[config.mk]
export PLATFORM = sky130hd
export DESIGN_NAME = ahb_arbiter
export DESIGN_NICKNAME = d
export VERILOG_FILES = /design/src/rtl/ahb_pkg.sv /design/src/rtl/ahb_arbiter_rr_pick4.sv /design/src/rtl/ahb_arbiter.sv
export SDC_FILE = /design/constraint.sdc
export NUM_CORES = 1
export LEC_CHECK = 0
export CORE_ASPECT_RATIO = 1.1
export CORE_MARGIN = 2
export CORE_UTILIZATION = 54
export DETAILED_ROUTE_END_ITERATION = 10
export PLACE_DENSITY = 0.87
export SLEW_MARGIN = 30
export SYNTH_ARGS = -nofsm -noshare
export SYNTH_HDL_FRONTEND = slang
export SYNTH_SLANG_ARGS = --single-unit
[constraint.sdc]
create_clock -name HCLK -period 2.9 [get_ports HCLK]
set_input_delay 0.87 -clock HCLK [delete_from_list [all_inputs] [get_ports HCLK]]
set_output_delay 0.87 -clock HCLK [all_outputs]
set_load 0.05 [all_outputs]
[src/rtl/ahb_pkg.sv]
// Shared AHB encodings, arbiter state type and small index helpers.
// Latency: none; declarations and pure functions only.
// Backpressure: not applicable.
package ahb_pkg;

    localparam int NUM_MASTERS = 4;

    localparam logic [1:0] HTRANS_IDLE   = 2'd0;
    localparam logic [1:0] HTRANS_BUSY   = 2'd1;
    localparam logic [1:0] HTRANS_NONSEQ = 2'd2;
    localparam logic [1:0] HTRANS_SEQ    = 2'd3;

    localparam logic [2:0] HBURST_SINGLE = 3'd0;
    localparam logic [2:0] HBURST_INCR   = 3'd1;
    localparam logic [2:0] HBURST_WRAP4  = 3'd2;
    localparam logic [2:0] HBURST_INCR4  = 3'd3;
    localparam logic [2:0] HBURST_WRAP8  = 3'd4;
    localparam logic [2:0] HBURST_INCR8  = 3'd5;
    localparam logic [2:0] HBURST_WRAP16 = 3'd6;
    localparam logic [2:0] HBURST_INCR16 = 3'd7;

    // LOCK_LAST is the single trailing transfer after the owner releases HLOCK.
    typedef enum logic [1:0] {
        ST_ARB       = 2'd0,
        ST_BURST     = 2'd1,
        ST_LOCKED    = 2'd2,
        ST_LOCK_LAST = 2'd3
    } arb_state_t;

    // Beat count of a burst; undefined-length INCR counts as one because it never freezes the grant.
    function automatic logic [4:0] burst_len(input logic [2:0] hburst);
        case (hburst)
            HBURST_WRAP4,  HBURST_INCR4:  burst_len = 5'd4;
            HBURST_WRAP8,  HBURST_INCR8:  burst_len = 5'd8;
            HBURST_WRAP16, HBURST_INCR16: burst_len = 5'd16;
            default:                      burst_len = 5'd1;
        endcase
    endfunction

    function automatic logic [NUM_MASTERS-1:0] onehot4(input logic [1:0] idx);
        onehot4 = 4'b0001 << idx;
    endfunction

    function automatic logic [1:0] index4(input logic [NUM_MASTERS-1:0] oh);
        case (oh)
            4'b0010: index4 = 2'd1;
            4'b0100: index4 = 2'd2;
            4'b1000: index4 = 2'd3;
            default: index4 = 2'd0;
        endcase
    endfunction

endpackage

[src/rtl/ahb_arbiter_rr_pick4.sv]
// Next-owner selector: fixed priority or round-robin over four requesters.
// Latency: purely combinational.
// Backpressure: none; parks on DEFAULT_MASTER when nobody requests.
module rr_pick4
    import ahb_pkg::*;
#(
    parameter int unsigned DEFAULT_MASTER = 0
) (
    input  logic [NUM_MASTERS-1:0] req,
    input  logic [1:0]             ptr,
    input  logic                   mode,
    output logic [NUM_MASTERS-1:0] pick
);

    logic       found;
    logic [1:0] idx;

    // Scan ptr+1..ptr+4 in round-robin mode, 0..3 in fixed mode; first requester wins.
    always_comb begin
        pick  = onehot4(2'(DEFAULT_MASTER));
        found = 1'b0;
        idx   = 2'd0;
        for (int k = 0; k < NUM_MASTERS; k++) begin
            idx = mode ? (ptr + 2'(k + 1)) : 2'(k);
            if (!found && req[idx]) begin
                pick  = onehot4(idx);
                found = 1'b1;
            end
        end
    end

endmodule

[src/rtl/ahb_arbiter.sv]
// 4-master AHB arbiter: one-hot registered grants plus HMASTER/HMASTLOCK for the address phase.
// Latency: request sampled at a ready edge moves the grant after that same edge; HMASTER trails by one ready cycle.
// Backpressure: HREADY low freezes grants, HMASTER, HMASTLOCK, beat counter and FSM.
module ahb_arbiter
    import ahb_pkg::*;
#(
    parameter int unsigned DEFAULT_MASTER = 0,
    parameter int unsigned ARB_MODE       = 1
) (
    input  logic       HCLK,
    input  logic       HRESETn,
    input  logic       HBUSREQx0,
    input  logic       HBUSREQx1,
    input  logic       HBUSREQx2,
    input  logic       HBUSREQx3,
    input  logic       HLOCKx0,
    input  logic       HLOCKx1,
    input  logic       HLOCKx2,
    input  logic       HLOCKx3,
    input  logic [1:0] HTRANS,
    input  logic [2:0] HBURST,
    input  logic       HREADY,
    output logic       HGRANTx0,
    output logic       HGRANTx1,
    output logic       HGRANTx2,
    output logic       HGRANTx3,
    output logic [1:0] HMASTER,
    output logic       HMASTLOCK
);

    logic [NUM_MASTERS-1:0] req;
    logic [NUM_MASTERS-1:0] lock;
    logic [NUM_MASTERS-1:0] pick;
    logic [NUM_MASTERS-1:0] grant_q;
    logic [NUM_MASTERS-1:0] grant_d;
    logic [NUM_MASTERS-1:0] arb_grant;
    logic [1:0]             owner;
    logic [1:0]             ptr_q;
    logic [1:0]             ptr_d;
    logic [4:0]             cnt_q;
    logic [4:0]             cnt_d;
    logic [1:0]             hmaster_q;
    logic                   hmastlock_q;
    logic                   owner_lock;
    logic                   fixed_burst;
    arb_state_t             state_q;
    arb_state_t             state_d;
    arb_state_t             arb_state;

    assign req         = {HBUSREQx3, HBUSREQx2, HBUSREQx1, HBUSREQx0};
    assign lock        = {HLOCKx3, HLOCKx2, HLOCKx1, HLOCKx0};
    assign owner       = index4(grant_q);
    assign owner_lock  = lock[owner];
    assign fixed_burst = burst_len(HBURST) > 5'd1;

    rr_pick4 #(
        .DEFAULT_MASTER(DEFAULT_MASTER)
    ) u_pick (
        .req  (req),
        .ptr  (ptr_q),
        .mode (ARB_MODE != 0),
        .pick (pick)
    );

    // Decision an unconstrained bus would take: lock and fixed bursts pin the owner, else re-arbitrate.
    always_comb begin
        arb_state = ST_ARB;
        arb_grant = pick;
        if (owner_lock) begin
            arb_state = ST_LOCKED;
            arb_grant = grant_q;
        end else if (HTRANS == HTRANS_NONSEQ && fixed_burst) begin
            arb_state = ST_BURST;
            arb_grant = grant_q;
        end
    end

    // Next state, grant and beat counter; nothing moves without HREADY.
    always_comb begin
        state_d = state_q;
        grant_d = grant_q;
        cnt_d   = cnt_q;
        if (HREADY) begin
            case (HTRANS)
                HTRANS_NONSEQ: cnt_d = burst_len(HBURST) - 5'd1;
                HTRANS_SEQ:    cnt_d = (cnt_q == 5'd0) ? 5'd0 : cnt_q - 5'd1;
                default:       cnt_d = cnt_q;
            endcase
            case (state_q)
                ST_ARB: begin
                    state_d = arb_state;
                    grant_d = arb_grant;
                end
                ST_BURST: begin
                    case (HTRANS)
                        HTRANS_SEQ: begin
                            // Last beat's address is going out: hand over now.
                            if (cnt_q <= 5'd1) begin
                                grant_d = pick;
                                state_d = ST_ARB;
                            end
                        end
                        HTRANS_BUSY: begin
                        end
                        default: begin
                            // IDLE or a fresh NONSEQ ends the burst early.
                            if (HTRANS == HTRANS_IDLE) cnt_d = 5'd0;
                            state_d = arb_state;
                            grant_d = arb_grant;
                        end
                    endcase
                end
                ST_LOCKED: begin
                    if (!owner_lock) state_d = ST_LOCK_LAST;
                end
                ST_LOCK_LAST: begin
                    grant_d = pick;
                    state_d = ST_ARB;
                end
                default: state_d = ST_ARB;
            endcase
        end
    end

    assign ptr_d = (grant_d != grant_q) ? index4(grant_d) : ptr_q;

    // Grant, pointer, counter, FSM and address-phase owner registers.
    always_ff @(posedge HCLK or negedge HRESETn) begin
        if (!HRESETn) begin
            grant_q     <= onehot4(2'(DEFAULT_MASTER));
            ptr_q       <= 2'(DEFAULT_MASTER);
            cnt_q       <= 5'd0;
            state_q     <= ST_ARB;
            hmaster_q   <= 2'(DEFAULT_MASTER);
            hmastlock_q <= 1'b0;
        end else begin
            grant_q <= grant_d;
            ptr_q   <= ptr_d;
            cnt_q   <= cnt_d;
            state_q <= state_d;
            if (HREADY) begin
                hmaster_q   <= owner;
                hmastlock_q <= owner_lock;
            end
        end
    end

    assign HGRANTx0  = grant_q[0];
    assign HGRANTx1  = grant_q[1];
    assign HGRANTx2  = grant_q[2];
    assign HGRANTx3  = grant_q[3];
    assign HMASTER   = hmaster_q;
    assign HMASTLOCK = hmastlock_q;

endmodule

==> out/metrics.yaml <==
grt_usage_pct: 26.71
synthTopCellsByCount: "dfrtp_1 (15), nand2_1 (14), inv_1 (13)"
hold_violations: 0
ir_worst_vdd_v: 0.001078
finalCritPeriodShare_pct: 96.44
antenna_left: 0
drt_iter0_markers: 55
final_util_pct: 74.81
syn_area_um2: 1490
drc_errors: 0
ys_ff_latch: 16
yosys.area_share.adder_pct: 9.236
initial_core_util_pct: 58.04
dp_slack_ns: -0.6275
maxSlewHeadroom_pct: 51.75
grt-ovfl-total: 0
syn2layout_area_growth_pct: 28.88
coreArea_um2: 2567
yosysMostFrequentCell: "dfrtp_1"
ys_warn_count: 0
rsz0062_at_grt: "false"
grt_pass1_wl_um: 6313
cts_tree: "done"
synth_edf_count: 0
critPathRequiredTime_ns: 3.08
leakagePower_uw: 0.0008146
synthXorXnorAreaFrac_pct: 4.702
yosysUniqueCellTypes: 53
hold_class: "reg -> reg"
start_kind: "primary input"
netlist.area_leader.share_pct: 25.19
die_area_um2: 3196
synthArstFlopShare_pct: 100.0
wl_per_cell_um: 15.94
cts_root_buffer: "clkbuf_4"
antenna_found_initial: 0
clk_pin_slew_worst_paths_ns: 0.09
worstPathMaxFanout: 6
synthMuxAreaShare_pct: 10.83
cp_data_arrival_time_ns: 2.98
setup_ws_ns: 0.1034
maxSlewViolCount: 0
nets: 234
min_path_cells: 2
io_buffers: 21
synth_area_leaders: "dfrtp_1 (25%), ha_1 (9.2%), mux2_2 (3.8%)"
clock-sinks: 16
htreeDepth: 1
die_y_um: 59.10
clk_latency_ns: 0.30
synth_flop_cell: "dfrtp_1"
die_width_um: 54.09
hpwl_um: 2887
synth_nets: 192
crit_type: "in -> reg"
netlist_instances: 165
viasPerCell: 6.017
synth_compound_area_share_pct: 23.26
firstDrtPassIters: 4
crit_start: "HBUSREQx2"
layout-drive-gt1-share_pct: 25.73
n_antenna_cell: 0
end_kind: "flip-flop"
num_vias: 1426
timing.fmax_mhz: 357.6
synth_top_family_by_area: "compound AO/OA/AOI/OAI gates"
syn_area_per_cell_um2: 9.031
status: "finished, final reports clean"
grt_pass1_vias: 1410
place.gp.congestion: 0.8409
finalSetupViolations: 0
max_cap_violations: 0
fin_skew_ns: 0.003054
p_per_area_nw_per_um2: 1062
wl_um: 3778
tightest_slew_ns: 0.7215
yosys.area.top_type: "dfrtp_1"
min_period_ns: 2.797
fillCellCount: 202
clk_path_buf_depth: 2
ios: 23
r2r_setup_slack_ns: 0.19
grt_max_degree: 17
holdPathEnd: "cnt_q[4]"
r2r_cells: 9
r2r_start: "ptr_q[0]"
hp-start: "cnt_q[4]"
r2r_end: "ptr_q[0]"
yosysSeqAreaShare_pct: 26.95
cts_made_buffers: 3
num_rows: 19
yosys.area_share.simple_pct: 18.39
## kinds of logic after synthesis
family,after synthesis
flip-flops,16
AO/OA/AOI/OAI,49
adder cells (fa/ha/maj),11
multiplexers,11
buffers and inverters,21
XOR/XNOR,8
AND/OR/NAND/NOR,49
## where the power goes
part	leakage, uW	internal (uW)	total [uW]	switching [uW]
Combinational	0.000596	676	1440	762
Sequential	0.000198	312	450	138
Clock	0.0000210	76.6	151	74.7
## stage by stage
| stage | instance area [um2] | TNS, ns | power, uW | instances | hold WS [ns] |
|---|---|---|---|---|---|
| final | 1921 | 0 | 2039 | 237 | 0.5219 |
| after global routing | 1921 | 0 | 2209 | 237 | 0.5557 |
| after CTS | 1888 | -0.02385 | 1935 | 235 | 0.5127 |
| after detailed placement | 1847 | -1.710 | 1750 | 230 | 0.4926 |
| after global placement | 1847 | -1.370 | 1683 | 230 | 0.4599 |
| after floorplan | 1490 | 0 | 1326 | 165 | 0.4490 |
## layer usage
metal	vias to the layer above	routed length (um)	share of wire [%]	GRT usage [%]
met5	-	0	0	0
met4	0	51	1.3	8.571
met3	5	118	3.1	2.273
met2	36	2062	55	50.00
met1	689	1546	41	31.21
li1	696	-	-	-
## placed cells by master (no fill, tap or decap), types with 2 or more instances in the layout
cell / Yosys / final
a21oi_1: 10 / 9
a22oi_2: 1 / 2
a31oi_1: 2 / 2
a32o_1: 2 / 2
buf_4: 1 / 24
clkbuf_2: 0 / 4
clkbuf_4: 0 / 3
clkdlybuf4s50_1: 0 / 17
dfrtp_1: 15 / 15
ha_1: 11 / 11
inv_1: 13 / 13
mux2_2: 5 / 5
mux2i_1: 3 / 3
mux4_2: 1 / 3
nand2_1: 14 / 13
nand3_1: 7 / 7
nand3b_1: 5 / 5
nor2_1: 2 / 2
nor2b_1: 5 / 5
nor3_1: 6 / 6
o21ai_0: 11 / 11
o22ai_1: 2 / 2
o31ai_1: 4 / 4
or3b_1: 2 / 2
xnor2_1: 5 / 5
xor2_1: 3 / 3
## sequential cells by signal (all words and copies together) (netlist names)
register   count
HMASTLOCK      1
state_q        2
cnt_q          5
ptr_q          2
HMASTER        2
grant_q        4
## cell type report
cell class | instances | area (um2) | area share, %
clock buffers | 4 | 36.28 | 1.889
inverters | 13 | 48.80 | 2.541
multi-input cells | 128 | 1025 | 53.35
flip-flops and latches | 16 | 401.6 | 20.91
well taps | 31 | 38.79 | 2.020
repair buffers | 45 | 370.4 | 19.28
## worst max-delay path by stage
stage	to	slack, ns	depth (start not counted)
6_report	ptr_q[0]	0.10	8
5_1_grt	ptr_q[1]	0.03	9
4_1_cts	ptr_q[1]	-0.02	9
3_5_place_dp	ptr_q[1]	-0.63	8
3_3_place_gp	ptr_q[0]	-0.53	8
2_1_floorplan	ptr_q[0]	0.04	7
## critical path, stage by stage
cell       delay (ns)
clkbuf_2         0.12
or3b_2           0.44
a2111o_1         0.48
a21oi_2          0.16
or2_4            0.14
o2111ai_4        0.11
o41a_1           0.50
mux2i_1          0.15
## repair_timing
| item | CTS | global route |
|---|---|---|
| setup buffers | 1 | 2 |
| endpoints found under the setup margin | 2 | 2 |
| hold buffers | 0 | 0 |
| resized for setup | 8 | 14 |
| pin swaps | 2 | 8 |
Note: power is estimated with default switching activity, not from simulation.
